[src/rtl/even_parity_pkg.sv]
// Shared definitions for the even-parity serial transmitter: FSM encodings,
// frame overhead and counter sizing.
package even_parity_pkg;

  typedef enum logic [2:0] {
    IDLE   = 3'd0,
    START  = 3'd1,
    DATA   = 3'd2,
    PARITY = 3'd3,
    STOP   = 3'd4
  } tx_state_t;

  // Start, parity and stop bits surround the payload.
  localparam int FRAME_OVERHEAD = 3;

  function automatic int cnt_width(input int n);
    return (n > 1) ? $clog2(n) : 1;
  endfunction

endpackage

[src/rtl/even_parity_gen.sv]
// Combinational even-parity generator: XOR-reduce of the payload word.
module even_parity_gen #(
  parameter int DATA_W = 8
) (
  input  logic [DATA_W-1:0] data,
  output logic              parity
);

  assign parity = ^data;

endmodule

[src/rtl/even_parity_serial_tx.sv]
// Serial transmitter: start bit, DATA_W payload bits LSB first, even parity,
// stop bit; each bit held CLKS_PER_BIT cycles on a registered line.
module even_parity_serial_tx
  import even_parity_pkg::*;
#(
  parameter int DATA_W       = 8,
  parameter int CLKS_PER_BIT = 4
) (
  input  logic              clk,
  input  logic              rst_n,
  input  logic [DATA_W-1:0] tx_data,
  input  logic              tx_valid,
  output logic              tx_ready,
  output logic              tx_serial,
  output logic              tx_busy,
  output logic              tx_done
);

  localparam int BIT_W  = cnt_width(DATA_W);
  localparam int BAUD_W = cnt_width(CLKS_PER_BIT);
  localparam logic [BIT_W-1:0]  LAST_BIT  = BIT_W'(DATA_W - 1);
  localparam logic [BAUD_W-1:0] LAST_TICK = BAUD_W'(CLKS_PER_BIT - 1);

  tx_state_t         state;
  logic [BIT_W-1:0]  bit_cnt;
  logic [BAUD_W-1:0] baud_cnt;
  logic [DATA_W-1:0] shift_q;
  logic              parity_q;
  logic              parity_w;
  logic              armed;
  logic              bit_end;

  even_parity_gen #(.DATA_W(DATA_W)) u_parity_gen (
    .data   (tx_data),
    .parity (parity_w)
  );

  assign bit_end = (baud_cnt == LAST_TICK);

  always_ff @(posedge clk or negedge rst_n) begin
    if (!rst_n) begin
      state     <= IDLE;
      tx_serial <= 1'b1;
      tx_ready  <= 1'b1;
      tx_busy   <= 1'b0;
      tx_done   <= 1'b0;
      bit_cnt   <= '0;
      baud_cnt  <= '0;
      shift_q   <= '0;
      parity_q  <= 1'b0;
      armed     <= 1'b0;
    end else begin
      // The edge that releases reset never accepts a word.
      armed   <= 1'b1;
      tx_done <= 1'b0;
      if (state != IDLE) begin
        baud_cnt <= bit_end ? '0 : baud_cnt + 1'b1;
      end
      case (state)
        IDLE: begin
          if (tx_valid && tx_ready && armed) begin
            state     <= START;
            shift_q   <= tx_data;
            parity_q  <= parity_w;
            tx_serial <= 1'b0;
            tx_ready  <= 1'b0;
            tx_busy   <= 1'b1;
            baud_cnt  <= '0;
            bit_cnt   <= '0;
          end
        end
        START: begin
          if (bit_end) begin
            state     <= DATA;
            tx_serial <= shift_q[0];
            shift_q   <= shift_q >> 1;
            bit_cnt   <= '0;
          end
        end
        DATA: begin
          if (bit_end) begin
            if (bit_cnt == LAST_BIT) begin
              state     <= PARITY;
              tx_serial <= parity_q;
            end else begin
              bit_cnt   <= bit_cnt + 1'b1;
              tx_serial <= shift_q[0];
              shift_q   <= shift_q >> 1;
            end
          end
        end
        PARITY: begin
          if (bit_end) begin
            state     <= STOP;
            tx_serial <= 1'b1;
            tx_done   <= (CLKS_PER_BIT == 1);
          end
        end
        STOP: begin
          // tx_done is registered, so raise it one cycle ahead of the last stop cycle.
          if (bit_end) begin
            state    <= IDLE;
            tx_ready <= 1'b1;
            tx_busy  <= 1'b0;
          end else if (baud_cnt == LAST_TICK - 1'b1) begin
            tx_done <= 1'b1;
          end
        end
        default: begin
          state     <= IDLE;
          tx_serial <= 1'b1;
          tx_ready  <= 1'b1;
          tx_busy   <= 1'b0;
        end
      endcase
    end
  end

endmodule

[config.mk]
export PLATFORM = sky130hd
export DESIGN_NAME = even_parity_serial_tx
export DESIGN_NICKNAME = d
export VERILOG_FILES = /design/src/rtl/even_parity_pkg.sv /design/src/rtl/even_parity_gen.sv /design/src/rtl/even_parity_serial_tx.sv
export SDC_FILE = /design/constraint.sdc
export NUM_CORES = 1
export LEC_CHECK = 0
export BUFFER_PORTS_ARGS = -buffer_cell sky130_fd_sc_hd__buf_2
export CORE_UTILIZATION = 57
export DETAILED_ROUTE_END_ITERATION = 6
export PLACE_DENSITY = 0.78
export REMOVE_ABC_BUFFERS = 1
export SYNTH_ARGS = -nofsm -noshare
export SYNTH_HDL_FRONTEND = slang
export SYNTH_SLANG_ARGS = --single-unit
export TNS_END_PERCENT = 5
[constraint.sdc]
create_clock -name clk -period 3.05 [get_ports clk]
set_clock_uncertainty 0.2 [all_clocks]
set_input_delay 0.305 -clock clk [delete_from_list [all_inputs] [get_ports clk]]
set_output_delay 0.305 -clock clk [all_outputs]
set_load 0.05 [all_outputs]
==> summary.md, run 1 <==
The setup slack of the worst register-to-register path is 0.51 ns, and the area growth from synthesis to layout is 7.491%. For the count of endpoints failing hold in the final timing report, the log shows 0. The clock-pin slew of the registers on the worst-case setup and hold paths is 0.12 ns, and the critical path buffer and inverter count is 1. Across all hold checks on the routed design, the worst slack comes to 0.1615 ns. The final RePlAce weighted congestion came out at 0.7027.

The via count of the first global-routing pass was 861; the placed wire-length estimate after detailed placement was 1.548 mm. After synthesis, the share of flip-flops with an asynchronous set or reset is 100.0%. The number of clock buffers inserted by TritonCTS is 3. In this run the most critical hold path is launched from tx_data[2]. For the worst flop-to-flop path, the logic depth is 7. The tools report the critical path launch point type as a flop. Setup repair after global routing left no endpoint under its margin. 15 I/O pins were placed. First-pass iteration count of the detailed router: 4. Sorting the synthesized cells by area gives the leading types as sky130_fd_sc_hd__dfrtp_1 39%, sky130_fd_sc_hd__mux2_4 9.3%, sky130_fd_sc_hd__xnor2_1 5.4%. Dividing the final minimum period by the clock period gives 83.38%. Path category of the worst min-delay check: in -> reg.

The power density over the cells works out to 366.1 nW/um2. The number of buffers inserted by port buffering is 14. The floorplan has 16 rows.

The synthesized netlist contains 35 unique library cells. Once the floorplan was initialized, standard cells occupied 62.99% of the core. For this run, the post-layout net count is 138.

Of the total power, the clock network draws 31.6%. The flow ran to the end, and the final reports show no timing, DRC or antenna violations. Cells fill 67.71% of the core in the end. The tools report the number of H-tree levels as 1. Counting instances, the worst hold path has a depth of 3. For the worst setup path, the data required time is 3.05 ns. The global router's overall resource usage was 20.53%; the area of combinational cells with multiple inputs was 660.6 um2. Capture endpoint of the worst hold path: shift_q[2]. Flip-flop cell with the highest count after synthesis: sky130_fd_sc_hd__dfrtp_1. A synthesized cell averages 12.02 um2.

The number of max-slew violations in the final report came out at 0. The number of antenna-violating nets in the routed design is 0. The critical path's top delay family is compound AO/OA/AOI/OAI gates. The first routing iteration left 11 violations.

The number of antenna diodes in the final layout is 0. The run gives 1 as the number of buffers inserted by hold repair at cts. Static timing analysis puts the maximum clock frequency at 393.2 MHz.

The maximum fanout count along the critical path is 6. The tools report the total congestion overflow after global routing as 0. The worst path arrival time was 2.55 ns.

For the DRC violations left, the log shows 0. TritonCTS built the clock tree. The Yosys step of the flow raised 0 warnings. The layout has 168 filler cells. Initial antenna violation count: 0.

On the worst path, the slowest cell contributes a delay of 0.44 ns. In this run the post-CTS setup repair buffer count came out at 0. Synthesis inferred 22 register bits. The first global-routing pass estimated 3.836 mm of wire. Synthesis handed over a netlist of 107 instances. Cell type with the largest total area after synthesis: sky130_fd_sc_hd__dfrtp_1. For the finished layout, the period the worst path requires is 2.543 ns. For the internal portion of total power, the log shows 396.5 uW. Post-synthesis sequential area ratio: 43.00%. Total net switching power: 109.7 uW. The buffer levels on the longest clock path came out at 2.

The die is 49.51 um wide. At the later pin of the worst-skew pair, clock insertion delay measures 0.30 ns. The switching share of power was 21.67%. Setup violations remaining at the end of the flow were counted as 0.

The setup TNS after final layout was 0 ns; the mapped cell area was 1286 um2. Traced cell by cell, the critical path runs through ha_1 -> ha_1 -> nand2b_4 -> a21o_1 -> a221oi_4 -> buf_4 -> mux2_2. The share of total power dissipated in combinational logic is 8.9%. Before CTS, the worst setup slack after placement is 0.5163 ns. The maximum vdd drop came out at 0.0003635 V. The via count normalized by instance count is 5.483, and the area share of the leading cell type in the synthesized netlist is 38.91%.

The cell at the root of the clock tree is sky130_fd_sc_hd__clkbuf_4. For the overall via count from detail_route, the log shows 817. The origin of the critical flop-to-flop path is bit_cnt[0]. Yosys mapped a number of flops with a built-in enable equal to 0.

STA classifies the critical path endpoint as a flop. Once routing completed, OpenROAD measured the worst setup slack at 0.5070 ns. The floorplan step defined a core boundary enclosing 2042 um2. Dividing the detail-routed wire length by the instance count gives 13.99 um. For the total die area, the log shows 2451 um2. The share of total power dissipated in sequential elements is 59.6%.

Post-CTS repair changed the size of 0 cells. After detailed routing, the total wire length is 2.085 mm. The worst setup path is of the reg -> reg kind. In the final layout, flip-flops and latches occupy 553.0 um2. In this run the critical register-to-register path is captured at shift_q[3].

The most prevalent standard cell on the critical path was sky130_fd_sc_hd__ha_1. Summed over all cells, the static leakage comes to 0.6405 nW. The die height was 49.51 um; the share of layout cells above drive strength 1 was 36.07%. The tool flagged a number of max-cap violations equal to 0.

Entering global routing, the biggest net connects 23 pins. The CTS sink count came out at 22. The cell type of the slowest stage on the worst timing path was sky130_fd_sc_hd__a221oi_4.
-- through the flow --
| stage | power [mW] | cell area, um2 | cells |
|---|---|---|---|
| global placement | 0.3511 | 1336 | 144 |
| detailed placement | 0.3520 | 1336 | 144 |
| CTS | 0.5130 | 1383 | 149 |
| global route | 0.5257 | 1383 | 149 |
| finish | 0.5062 | 1383 | 149 |
| floorplan | 0.3337 | 1225 | 102 |
-- cell families (layout without fill, tap and decap cells) --
family          after synthesis  after routing  share of synthesized area (%)
simple gates                 29             29                          13.81
mux                          19             19                          18.77
xor+xnor                      9              9                          6.129
flops                        22             22                          43.00
other cells                   1              1                         0.2915
buf+inv                       8             23                          5.642
compound gates               15             15                          8.463
fa+ha+maj                     4              4                          3.891
-- power by group through the flow --
stage          registers, mW  logic (mW)  clock network [mW]
3_3_place_gp           0.307      0.0442                   0
3_5_place_dp           0.307      0.0449                   0
2_1_floorplan          0.306      0.0278                   0
5_1_grt                0.303      0.0503               0.173
4_1_cts                0.302      0.0459               0.165
6_report               0.302      0.0449               0.160
-- worst reg2reg max path, delay by kind of cell, from the launching register on --
kind	cells	cell delay [ns]
compound gates	2	0.64
fa+ha+maj	2	0.43
buf+inv	1	0.26
flops	1	0.43
mux	1	0.34
simple gates	1	0.14
-- cell usage in the layout, fill, tap and decap left out, drive strengths merged, types with 2 or more instances in the layout --
master | netlist | final
dfrtp | 20 | 20
dfstp | 2 | 2
a21o | 2 | 2
a31oi | 2 | 2
mux2 | 17 | 17
buf | 5 | 15
and3 | 2 | 2
nor2 | 7 | 7
mux2i | 2 | 2
nand3 | 5 | 5
o21ai | 5 | 5
inv | 3 | 3
a21oi | 3 | 3
ha | 4 | 4
xnor2 | 8 | 8
clkbuf | 0 | 4
nor3 | 2 | 2
nand2 | 7 | 7
nand2b | 2 | 2
-- cell type report --
cell class | instances | share of cell area, %
sequential | 22 | 40.00
inverter | 3 | 0.8145
timing repair buffer | 16 | 6.335
multi-input combinational | 77 | 47.78
tap | 27 | 2.443
clock buffer | 4 | 2.624
-- per-layer routing --
metal	vias up	global-route usage, %	wire length [um]
li1	400	-	-
met1	398	26.81	990
met2	15	34.93	1001
met3	4	1.852	51
met4	0	8.571	41
met5	-	0	0
-- flip-flops by register name, indices dropped and copies added, names as in the netlist --
register / count
state: 3
parity_q: 1
tx_serial: 1
baud_cnt: 2
tx_busy: 1
bit_cnt: 3
armed: 1
shift_q: 8
tx_done: 1
tx_ready: 1
-- cells in the mapped netlist, types with 2 or more instances --
| master | n |
|---|---|
| sky130_fd_sc_hd__nand3_1 | 4 |
| sky130_fd_sc_hd__nor2_1 | 4 |
| sky130_fd_sc_hd__ha_1 | 4 |
| sky130_fd_sc_hd__mux2i_1 | 2 |
| sky130_fd_sc_hd__inv_1 | 3 |
| sky130_fd_sc_hd__mux2_1 | 3 |
| sky130_fd_sc_hd__xnor2_1 | 8 |
| sky130_fd_sc_hd__mux2_2 | 6 |
| sky130_fd_sc_hd__o21ai_0 | 5 |
| sky130_fd_sc_hd__nand2_1 | 7 |
| sky130_fd_sc_hd__buf_6 | 3 |
| sky130_fd_sc_hd__mux2_4 | 8 |
| sky130_fd_sc_hd__dfrtp_1 | 20 |
| sky130_fd_sc_hd__a21oi_1 | 3 |
| sky130_fd_sc_hd__nor2_2 | 2 |
| sky130_fd_sc_hd__and3_1 | 2 |
| sky130_fd_sc_hd__nor3_1 | 2 |
| sky130_fd_sc_hd__a21o_1 | 2 |
| sky130_fd_sc_hd__a31oi_1 | 2 |
| sky130_fd_sc_hd__dfstp_2 | 2 |
-- worst max-delay path by stage --
| stage | start | to | slack (ns) | depth (start not counted) |
|---|---|---|---|---|
| 3_3_place_gp | bit_cnt[0] | shift_q[3] | 0.61 | 7 |
| 6_report | bit_cnt[0] | shift_q[3] | 0.51 | 7 |
| 5_1_grt | bit_cnt[0] | shift_q[3] | 0.41 | 7 |
| 4_1_cts | bit_cnt[0] | shift_q[3] | 0.51 | 7 |
| 2_1_floorplan | bit_cnt[0] | shift_q[3] | 0.65 | 6 |
| 3_5_place_dp | bit_cnt[0] | shift_q[3] | 0.52 | 7 |
Power figures use the tool's default switching activity.
==> inputs of run 2 (changes only) <==
--- a/config.mk
+++ b/config.mk
@@ -5,6 +5,7 @@
 export SDC_FILE = /design/constraint.sdc
 export NUM_CORES = 1
 export LEC_CHECK = 0
+export ABC_AREA = 1
 export BUFFER_PORTS_ARGS = -buffer_cell sky130_fd_sc_hd__buf_2
 export CORE_UTILIZATION = 57
 export DETAILED_ROUTE_END_ITERATION = 6
==> constraint.sdc (replaced) <==
create_clock -name clk -period 2.6 [get_ports clk]
set_clock_uncertainty 0.2 [all_clocks]
set_input_delay 0.26 -clock clk [delete_from_list [all_inputs] [get_ports clk]]
set_output_delay 0.26 -clock clk [all_outputs]
set_load 0.05 [all_outputs]
==> summary.md, run 2 <==
The flow ran to the end, and the final reports show no timing, DRC or antenna violations. The post-cts sizing count came out at 0. The worst register-to-register path has a depth of 8. For the placement row count, the log shows 17. End point of the critical path: bit_cnt[2]. Across the run, the number of max-cap violations was 0. The logs give 0 for the count of endpoints failing hold in the final timing report and 0 for the number of max-slew violations in the final report. The number of antenna repair diodes was 0.

The flip-flop count of the largest register, all copies and words added was 8; the mux contribution to synthesized area was 0%. At the worst endpoint, the arrival time is 1.86 ns. The layout has 215 filler cells. The simple-gate area share of the yosys netlist is 37.10%. The initial antenna violation count is 0. Most frequent standard cell in the layout excluding fill and tap cells: sky130_fd_sc_hd__nand2_1. The critical path crosses 8 cells after its start point. For this run, the slowest stage of the critical path takes 0.42 ns.

Once placement completed, the tool counted placed cells totaling 237. After synthesis, the share of flip-flops with an asynchronous set or reset is 100.0%. Total routed wirelength: 2.588 mm.

The critical path is of the reg -> reg type. The tools report the type of element capturing the critical path as a flop. Most frequent cell after synthesis: sky130_fd_sc_hd__nand2_1. Counting instances in the post-synthesis netlist gives the leading cell types as 88 x sky130_fd_sc_hd__nand2_1, 20 x sky130_fd_sc_hd__dfrtp_1, 20 x sky130_fd_sc_hd__inv_1, 14 x sky130_fd_sc_hd__nor2_1, 12 x sky130_fd_sc_hd__nand3_1. The logs give 23 for the maximum number of pins on one net before global-route repair and 553.0 um2 for the flip-flop and latch area.

Summed over all nets, the half-perimeter wirelength after detailed placement is 2.053 mm. The post-route netlist has 13.55% of its cells at a drive strength greater than 1. In this design, the critical path's most frequently occurring cell is sky130_fd_sc_hd__nand2_1. In the synthesized netlist, the number of instances is 199. Grouping stages by cell kind, the critical path spends the most delay in simple AND/OR/NAND/NOR gates. The tools report the mapped cell area as 1353 um2. The clock-pin slew of the registers on the worst-case setup and hold paths is 0.12 ns, and the post-synthesis sequential area ratio is 40.89%. The critical path buffer and inverter count was 1. The die height came out at 50.71 um.

TritonCTS built the clock tree. The slowest stage of the critical path belongs to the cell sky130_fd_sc_hd__dfrtp_1. The post-synthesis adder-cell area fraction works out to 3.700%. In this run the critical register-to-register path is captured at bit_cnt[2]. The number of H-tree levels was 1; the synthesized area per cell was 6.797 um2. For the area of combinational cells with multiple inputs, the log shows 686.9 um2. The run gives 2 as the buffer levels on the longest clock path. After the flow finishes, the layout carries non-filler instances totaling 242. For this run, the post-layout net count is 230.

The tools report the global router's overall resource usage as 23.53%. sky130_fd_sc_hd__dfrtp_1 takes more of the synthesized area than any other cell. The synthesized design contains 0 enable-type register cells. In the finished design, the share of the clock period the worst path needs comes to 71.31%.

In this run the worst path has a maximum fanout of 13. The worst register-to-register path begins at bit_cnt[0]. The signal on the critical path passes through ha_1 -> ha_1 -> nand2_1 -> nand2_1 -> nor2_4 -> inv_2 -> nand2_1 -> nand2_1. For this configuration, the core starts out at a cell density of 60.56%.

The synthesized netlist devotes 6.475% of its cell area to compound gates. The detail route stage leaves a number of antenna-violating nets equal to 0. The number of buffers inserted by port buffering works out to 14. The critical path launch point type was a flop.

The maximum vdd drop is 0.0007855 V. The tools report the origin of the worst setup path as bit_cnt[0]. Setup violations remaining at the end of the flow were counted as 0.

The xor-xnor portion of the synthesized cell area was 3.238%; the CTS sink count was 22. The logs give 0 ns for the setup TNS after final layout and 0.30 ns for the clock latency of the later-clocked register in the worst-skew pair. Path category of the worst min-delay check: in -> reg. Among all flip-flop cells after synthesis, the most frequent one is sky130_fd_sc_hd__dfrtp_1. Yosys printed 0 warnings. shift_q holds more flip-flops than any other register. Total die area: 2572 um2. Sorting the synthesized cells by area gives the leading types as sky130_fd_sc_hd__dfrtp_1 37%, sky130_fd_sc_hd__nand2_1 24%, sky130_fd_sc_hd__inv_1 5.6%. The routed layout has 1,222 vias. STA puts the critical path data required time at 2.61 ns. Routability-driven placement finished with a final weighted congestion of 0.8668.

TritonCTS created 3 clock buffers. For the static leakage, the log shows 0.8604 nW. The tools report the first-pass GRT wire length as 4.512 mm.

After detailed routing, the average wire length per cell comes to 10.69 um. By area, the combinational part of the netlist is dominated by simple AND/OR/NAND/NOR gates. The shortest clock period the worst path allows after layout was 1.854 ns. From synthesis to final layout, the design area changed by 9.528%. The pre-antenna-repair detailed-routing pass consisted of 4 iterations. The run gives 15 as the count of pins on the block boundary. The library cells used most frequently in the layout, excluding fill and tap cells, are 88 x sky130_fd_sc_hd__nand2_1, 20 x sky130_fd_sc_hd__inv_1, 20 x sky130_fd_sc_hd__dfrtp_1. From left edge to right edge, the die measures 50.71 um. The first routing iteration left 34 violations. Global routing finished with a remaining overflow of 0. For the DRC violations left, the log shows 0. The number of synthesized register bits works out to 22. The fmax was 539.3 MHz. The placeable core region was 2233 um2.

The area share of the leading cell type in the synthesized netlist is 37.00%. The cell at the root of the clock tree is sky130_fd_sc_hd__clkbuf_4. The tools report the count of different cell masters after synthesis as 21. Setup slack on the worst reg-to-reg path comes out at 0.75 ns. For this design the ratio of total power to cell area is 1190 nW/um2.

Setup repair after global routing left no endpoint under its margin. The largest registers in the layout are shift_q: 8 flops, bit_cnt: 3 flops, state: 3 flops. The via count of the first global-routing pass came out at 1,135. The via count normalized by instance count was 5.050.
-- run 2: cell types whose count changed after synthesis, sizes merged, moves of 3 or more --
cell	delta
nand2	+82
nand4	+3
nor2	+10
xnor2	-5
mux2	-17
o21ai	+5
inv	+21
a21oi	+3
nand3	+8
-- run 2: stage by stage --
step / util (%) / area, um2 / hold WS, ns / setup WS, ns / power (mW)
after floorplan: - / 1330 / -0.2356 / 0.8120 / 1.355
after global routing: 66.33 / 1481 / 0.1499 / 0.5957 / 1.946
after detailed placement: 64.26 / 1435 / 0.05252 / 0.7587 / 1.586
after CTS: 66.33 / 1481 / 0.1229 / 0.7437 / 1.772
after global placement: 64.26 / 1435 / 0.04233 / 0.8190 / 1.534
final: 66.33 / 1481 / 0.1270 / 0.7459 / 1.763
-- run 2: worst min-delay path, cell delays in order --
cell	delay, ns
sky130_fd_sc_hd__buf_2	0.13
sky130_fd_sc_hd__inv_1	0.07
sky130_fd_sc_hd__nor2_1	0.05
sky130_fd_sc_hd__nand2_1	0.05
sky130_fd_sc_hd__nand2_1	0.05
-- run 2: logic make-up (layout without fill, tap and decap cells) --
| family | count (synthesis) | in the layout |
|---|---|---|
| compound gates | 17 | 17 |
| other cells | 1 | 1 |
| flops | 22 | 22 |
| fa+ha+maj | 4 | 4 |
| buf+inv | 28 | 43 |
| xor+xnor | 5 | 5 |
| simple gates | 122 | 122 |
-- run 2: how the worst min path moves through the flow --
stage                     startpoint          to  slack, ns  cells after the start
after floorplan                rst_n       armed      -0.24                      0
after global placement         rst_n  shift_q[0]       0.04                      1
after detailed placement       rst_n  bit_cnt[2]       0.05                      1
after CTS                 tx_data[7]  shift_q[7]       0.12                      5
after global routing      tx_data[7]  shift_q[7]       0.15                      5
final                     tx_data[7]  shift_q[7]       0.13                      5
-- run 2: area by class of cell --
cell class	instances	area share (%)
multi-input cells	149	46.37
well taps	28	2.365
clock buffers	4	2.449
flip-flops and latches	22	37.33
repair buffers	15	5.405
inverters	24	6.081
-- run 2: layer usage --
| metal | vias up | part of all wire, % | wire [um] | global-route usage, % |
|---|---|---|---|---|
| li1 | 646 | - | - | - |
| met1 | 540 | 48 | 1230 | 29.89 |
| met2 | 32 | 48 | 1232 | 40.67 |
| met3 | 4 | 4.0 | 104 | 3.636 |
| met4 | 0 | 0.81 | 21 | 7.407 |
| met5 | - | 0 | 0 | 0 |
-- run 2: power by group --
group | internal [mW] | switching [mW] | leakage [nW]
clock | 0.0854 | 0.101 | 0.0210
sequential | 0.493 | 0.116 | 0.277
combinational | 0.298 | 0.669 | 0.562
-- run 2: timing repair --
action / in CTS / in global routing
hold buffers: 1 / 0
hold endpoints to repair: 20 / 0
buffers inserted: 0 / 0
